### src/rtl/cache_def.sv
// Shared cache/memory interface types and the memory-port arbiter state encoding.
package cache_def;

  parameter int NUM_MEM_REQ = 2;

  typedef struct packed {
    logic [31:0]  addr;
    logic [127:0] data;
    logic         rw;
    logic         valid;
  } mem_req_type;

  typedef struct packed {
    logic [127:0] data;
    logic         ready;
  } mem_data_type;

  typedef enum logic [1:0] {ARB_IDLE, ARB_BUSY, ARB_RESP} arb_state_e;

endpackage

### src/rtl/mem_port_arbiter_rr_pick.sv
// Round-robin picker: first valid index at or after rr_ptr, wrapping modulo NREQ.
module rr_pick #(
  parameter  int NREQ  = 2,
  localparam int GNT_W = $clog2(NREQ)
) (
  input  logic [NREQ-1:0]  valid,
  input  logic [GNT_W-1:0] rr_ptr,
  output logic             any_valid,
  output logic [GNT_W-1:0] idx
);

  localparam int SW = GNT_W + 1;

  logic [GNT_W:0] slot;

  // Scan from the farthest offset back to rr_ptr so the nearest valid slot is written last.
  always_comb begin
    any_valid = |valid;
    idx       = '0;
    slot      = '0;
    for (int unsigned k = NREQ; k > 0; k--) begin
      slot = {1'b0, rr_ptr} + SW'(k - 1);
      if (slot >= SW'(NREQ)) slot = slot - SW'(NREQ);
      if (valid[slot[GNT_W-1:0]]) idx = slot[GNT_W-1:0];
    end
  end

endmodule

### src/rtl/mem_port_arbiter.sv
// Round-robin arbiter sharing one memory port between NREQ requesters, one transaction at a time.
module mem_port_arbiter
  import cache_def::*;
#(
  parameter  int NREQ    = NUM_MEM_REQ,
  parameter  int TIMEOUT = 1023,
  localparam int GNT_W   = $clog2(NREQ)
) (
  input  logic            clk_i,
  input  logic            rst_ni,
  input  mem_req_type     req_i [NREQ],
  output mem_data_type    rsp_o [NREQ],
  output mem_req_type     mem_req_o,
  input  mem_data_type    mem_rsp_i,
  output logic [NREQ-1:0] gnt_o,
  output logic            busy_o,
  output logic            err_o
);

  localparam int CNT_W = (TIMEOUT > 0) ? $clog2(TIMEOUT + 1) : 1;

  arb_state_e       state;
  logic [GNT_W-1:0] rr_ptr;
  logic [GNT_W-1:0] gnt_idx;
  logic [GNT_W-1:0] pick_idx;
  logic             any_valid;
  logic [CNT_W-1:0] wait_cnt;
  logic [NREQ-1:0]  req_valid;
  logic [NREQ-1:0]  rsp_ready;
  logic [127:0]     rsp_data;

  function automatic logic [NREQ-1:0] onehot(input logic [GNT_W-1:0] i);
    return NREQ'(1) << i;
  endfunction

  function automatic logic [GNT_W-1:0] next_ptr(input logic [GNT_W-1:0] i);
    return (i == GNT_W'(NREQ - 1)) ? '0 : i + 1'b1;
  endfunction

  for (genvar i = 0; i < NREQ; i++) begin : g_port
    assign req_valid[i] = req_i[i].valid;
    assign rsp_o[i]     = '{data: rsp_data, ready: rsp_ready[i]};
  end

  rr_pick #(.NREQ(NREQ)) u_pick (
    .valid     (req_valid),
    .rr_ptr    (rr_ptr),
    .any_valid (any_valid),
    .idx       (pick_idx)
  );

  // mem_req_o doubles as the request latch; its fields stay put through RESP.
  always_ff @(posedge clk_i or negedge rst_ni) begin
    if (!rst_ni) begin
      state     <= ARB_IDLE;
      rr_ptr    <= '0;
      gnt_idx   <= '0;
      wait_cnt  <= '0;
      mem_req_o <= '0;
      gnt_o     <= '0;
      busy_o    <= 1'b0;
      err_o     <= 1'b0;
      rsp_ready <= '0;
      rsp_data  <= '0;
    end else begin
      unique case (state)
        ARB_IDLE: begin
          if (any_valid) begin
            state           <= ARB_BUSY;
            gnt_idx         <= pick_idx;
            rr_ptr          <= next_ptr(pick_idx);
            mem_req_o       <= req_i[pick_idx];
            mem_req_o.valid <= 1'b1;
            gnt_o           <= onehot(pick_idx);
            busy_o          <= 1'b1;
          end
        end
        ARB_BUSY: begin
          if (mem_rsp_i.ready) begin
            state           <= ARB_RESP;
            mem_req_o.valid <= 1'b0;
            rsp_data        <= mem_rsp_i.data;
            rsp_ready       <= onehot(gnt_idx);
          end else if (TIMEOUT > 0 && wait_cnt != CNT_W'(TIMEOUT)) begin
            wait_cnt <= wait_cnt + 1'b1;
            if (wait_cnt == CNT_W'(TIMEOUT - 1)) err_o <= 1'b1;
          end
        end
        ARB_RESP: begin
          state     <= ARB_IDLE;
          rsp_ready <= '0;
          gnt_o     <= '0;
          busy_o    <= 1'b0;
          wait_cnt  <= '0;
        end
        default: state <= ARB_IDLE;
      endcase
    end
  end

endmodule

### config.mk
export PLATFORM = sky130hd
export DESIGN_NAME = mem_port_arbiter
export DESIGN_NICKNAME = d
export VERILOG_FILES = /design/src/rtl/cache_def.sv /design/src/rtl/mem_port_arbiter_rr_pick.sv /design/src/rtl/mem_port_arbiter.sv
export SDC_FILE = /design/constraint.sdc
export NUM_CORES = 1
export LEC_CHECK = 0
export CAP_MARGIN = 10
export CORE_AREA = 2 2 340 342
export CTS_CLUSTER_DIAMETER = 120
export CTS_CLUSTER_SIZE = 25
export DETAILED_ROUTE_END_ITERATION = 6
export DIE_AREA = 0 0 342 344
export PLACE_DENSITY = 0.48
export SYNTH_ARGS = -nofsm -noshare
export SYNTH_HDL_FRONTEND = slang
export SYNTH_SLANG_ARGS = --single-unit
### constraint.sdc
create_clock -name clk_i -period 1.6 [get_ports clk_i]
set_input_delay 0.32 -clock clk_i [delete_from_list [all_inputs] [get_ports clk_i]]
set_output_delay 0.32 -clock clk_i [all_outputs]
set_load 0.02 [all_outputs]
==> flow_summary.json <==
{
  "dieArea_sq_um": 118000,
  "syn_inst": 1466,
  "synth_most_common_cell": "nand2_1",
  "rsz0062_at_grt": "true",
  "synthArstFlopShare_pct": 100,
  "end_kind": "flip-flop",
  "drive_above_1_share_pct": 35.6,
  "netlist_area_sq_um": 14100,
  "use_met2_pct": 23.2,
  "die_h_microns": 344,
  "vias": 14000,
  "violations": "setup timing",
  "fill_cells": 12400,
  "clock-root-buffer": "clkbuf_16",
  "cts.sinks": 310,
  "htreeDepth": 1,
  "fin_hold_ws_ns": 0.214,
  "ir_drop_mv": 0.912,
  "crit_type": "flip-flop to flip-flop",
  "clk_pin_slew_ns": 0.11,
  "grt_util_met3_pct": 4.29,
  "die_x_microns": 342,
  "timing.final.crit_share_pct": 104,
  "synth.ff_latch_count": 310,
  "leakage_nw": 12.2,
  "postRouteAntennaNets": 0,
  "wire_per_inst_microns": 23.7,
  "cp.arrival_ns": 2.16,
  "synth_warnings": 0,
  "wl_microns": 92700,
  "drtPass1Iterations": 4,
  "ys_top_cells_by_count": "393 x nand2_1, 310 x dfrtp_1, 169 x nor2_1",
  "vias_per_cell": 3.58,
  "status": "finished, violations left",
  "cts_inserted_buffers": 19,
  "max_freq_mhz": 602,
  "clk_latency_ns": 0.59,
  "finalSetupViolCount": 35,
  "dp_hpwl_microns": 70500,
  "grt-busiest-layer": "met2",
  "synth_top_area_share_pct": 55.1,
  "drc_errors": 0,
  "fin_cells": 3906,
  "r2r_setup_slack_ns": -0.06,
  "first_global_vias": 13600,
  "setup_slack_ns": -0.0612,
  "ys.flop_type": "dfrtp_1",
  "critPathMaxFanout": 6,
  "antenna_found_initial": 34,
  "synth_enable_flop_cells": 0,
  "rr_worst_depth": 7,
  "slew_viol_final": 0,
  "grt_start_max_net_pins": 53,
  "tightest_slew_ns": 0.432,
  "powerDensity_nw_per_um2": 2000,
  "required_ns": 2.10,
  "startpoint_type": "flip-flop",
  "synth_cell_types": 38,
  "regToRegEndpoint": "mem_req_o[10]$_DFFE_PN0P_",
  "grt_util_met1_pct": 17.2,
  "synth_nets": 1923,
  "hold_class": "input port to async pin",
  "synth_area_per_cell_sq_um": 9.61,
  "hold_viol_final": 0,
  "grt_overflow": 0,
  "r2r-start": "state[1]$_DFFE_PN0P_",
  "syn_to_final_growth_pct": 90.7,
  "grt.total_usage_pct": 13.8,
  "slew_headroom_pct": 71.2,
  "synth_top_area_cell": "dfrtp_1",
  "nets": 2839,
  "io_pins": 879,
  "clock_path_buffers": 3,
  "gp_congestion": 0.833,
  "fp-row-count": 124,
  "finClkSkew_ns": 0.0259,
  "power.total_mw": 53.7,
  "core-area_sq_um": 114000,
  "period_minus_slack_ns": 1.66,
  "cts_tree": "yes",
  "dpl.cell_count": 3787,
  "synth.yosys.seq_area_share_pct": 55.1,
  "drt_iter0_drc": 551,
  "max_cap_viol_count": 0,
  "synth_area_leaders": "dfrtp_1 55%, mux2i_1 12%, nand2_1 10%, buf_4 7.3%, a21oi_1 5.8%",
  "start_util_pct": 12.4,
  "grt_pass1_wl_microns": 113000,
  "port-buffer-count": 878
}
[worst max-delay path, stage by stage, from the launching register on]
cell and delay [ns]:
dfrtp_2 0.45, nor3_4 0.23, buf_6 0.16, buf_16 0.16, buf_16 0.18, clkbuf_16 0.20
nor2_1 0.04, a21oi_1 0.10
[layout make-up]
cell class              count  area (sq um)  share of cell area (%)
multi-input cells         942          5610                    20.9
clock buffers              20           489                    1.82
clock inverters             7           140                   0.522
well taps                1512          1890                    7.04
repair buffers           1104         10900                    40.5
flip-flops and latches    310          7800                    29.1
inverters                   5          31.3                   0.116
diodes                      6          15.0                  0.0559
[metal layers]
metal | share of wire (%) | vias up
li1 | - | 6501
met1 | 41 | 6774
met2 | 49 | 602
met3 | 7.5 | 93
met4 | 2.2 | 6
met5 | 0.045 | -
[through the flow]
step | TNS, ns | utilization [%] | area [sq um] | setup WS (ns)
5_1_grt | -10.59 | 23.6 | 26800 | -0.146
6_report | -0.695 | 23.6 | 26900 | -0.0612
3_3_place_gp | -90.55 | 22.2 | 25300 | -0.471
4_1_cts | -7.55 | 22.0 | 25000 | -0.115
3_5_place_dp | -95.63 | 22.2 | 25300 | -0.501
2_1_floorplan | 0 | - | 14100 | 0.163
[cell usage in the layout (no fill, tap or decap), types with 8 or more instances in the layout]
cell and n:
o21ai_0 9, dfrtp_1 274, a21oi_2 55, nand3_1 8
a21oi_1 109, buf_6 127, mux2i_2 14, mux2i_1 147
buf_2 290, buf_8 11, dfrtp_2 36, buf_12 83
clkbuf_16 45, nor2_1 116, nand2_1 392, nor2_4 34
buf_4 100, nor2_2 19, clkdlybuf4s50_1 453
[what timing repair did]
action,4_1_cts,5_1_grt
hold buffers,1,0
cloned,3,36
hold endpoints to repair,161,0
pin swaps,8,10
endpoints found under the setup margin,560,270
resized for setup,1659,268
setup buffers,21,27
[worst max-delay path by stage]
stage,startpoint,end,cells past startpoint,slack [ns]
global placement,req_i[162],mem_req_o[57]$_DFFE_PN0P_,6,-0.47
floorplan,wait_cnt[0]$_DFFE_PN0P_,wait_cnt[8]$_DFFE_PN0P_,5,0.16
global route,state[1]$_DFFE_PN0P_,mem_req_o[10]$_DFFE_PN0P_,7,-0.15
CTS,rr_ptr$_DFFE_PN0P_,mem_req_o[156]$_DFFE_PN0P_,6,-0.11
finish,state[1]$_DFFE_PN0P_,mem_req_o[10]$_DFFE_PN0P_,7,-0.06
detailed placement,req_i[162],mem_req_o[47]$_DFFE_PN0P_,6,-0.50
[state kept, by name (all words and copies together) (netlist names), 2 cells and up]
signal,flops
wait_cnt,10
rsp_ready,2
gnt_o,2
mem_req_o,162
state,2
rsp_data,128
[cells by family (layout without fill, tap and decap cells)]
group,after synthesis,after routing,share of synthesized area (%)
buffers and inverters,217,1136,9.95
DFF,310,310,55.1
AOI/OAI and AO/OA,188,188,7.00
other,0,6,0
and+or+nand+nor,585,588,16.1
muxes,163,163,11.6
xor gates and xnor gates,1,1,0.0622
adders and majority gates,2,2,0.178
[power by group]
| part | leakage (nW) | switching [mW] | internal (mW) |
|---|---|---|---|
| sequential | 3.59 | 3.47 | 11.6 |
| clock | 0.303 | 3.32 | 2.50 |
| combinational | 8.31 | 18.2 | 14.7 |
| total | 12.2 | 24.9 | 28.8 |
Note: power is estimated with default switching activity, not from simulation.
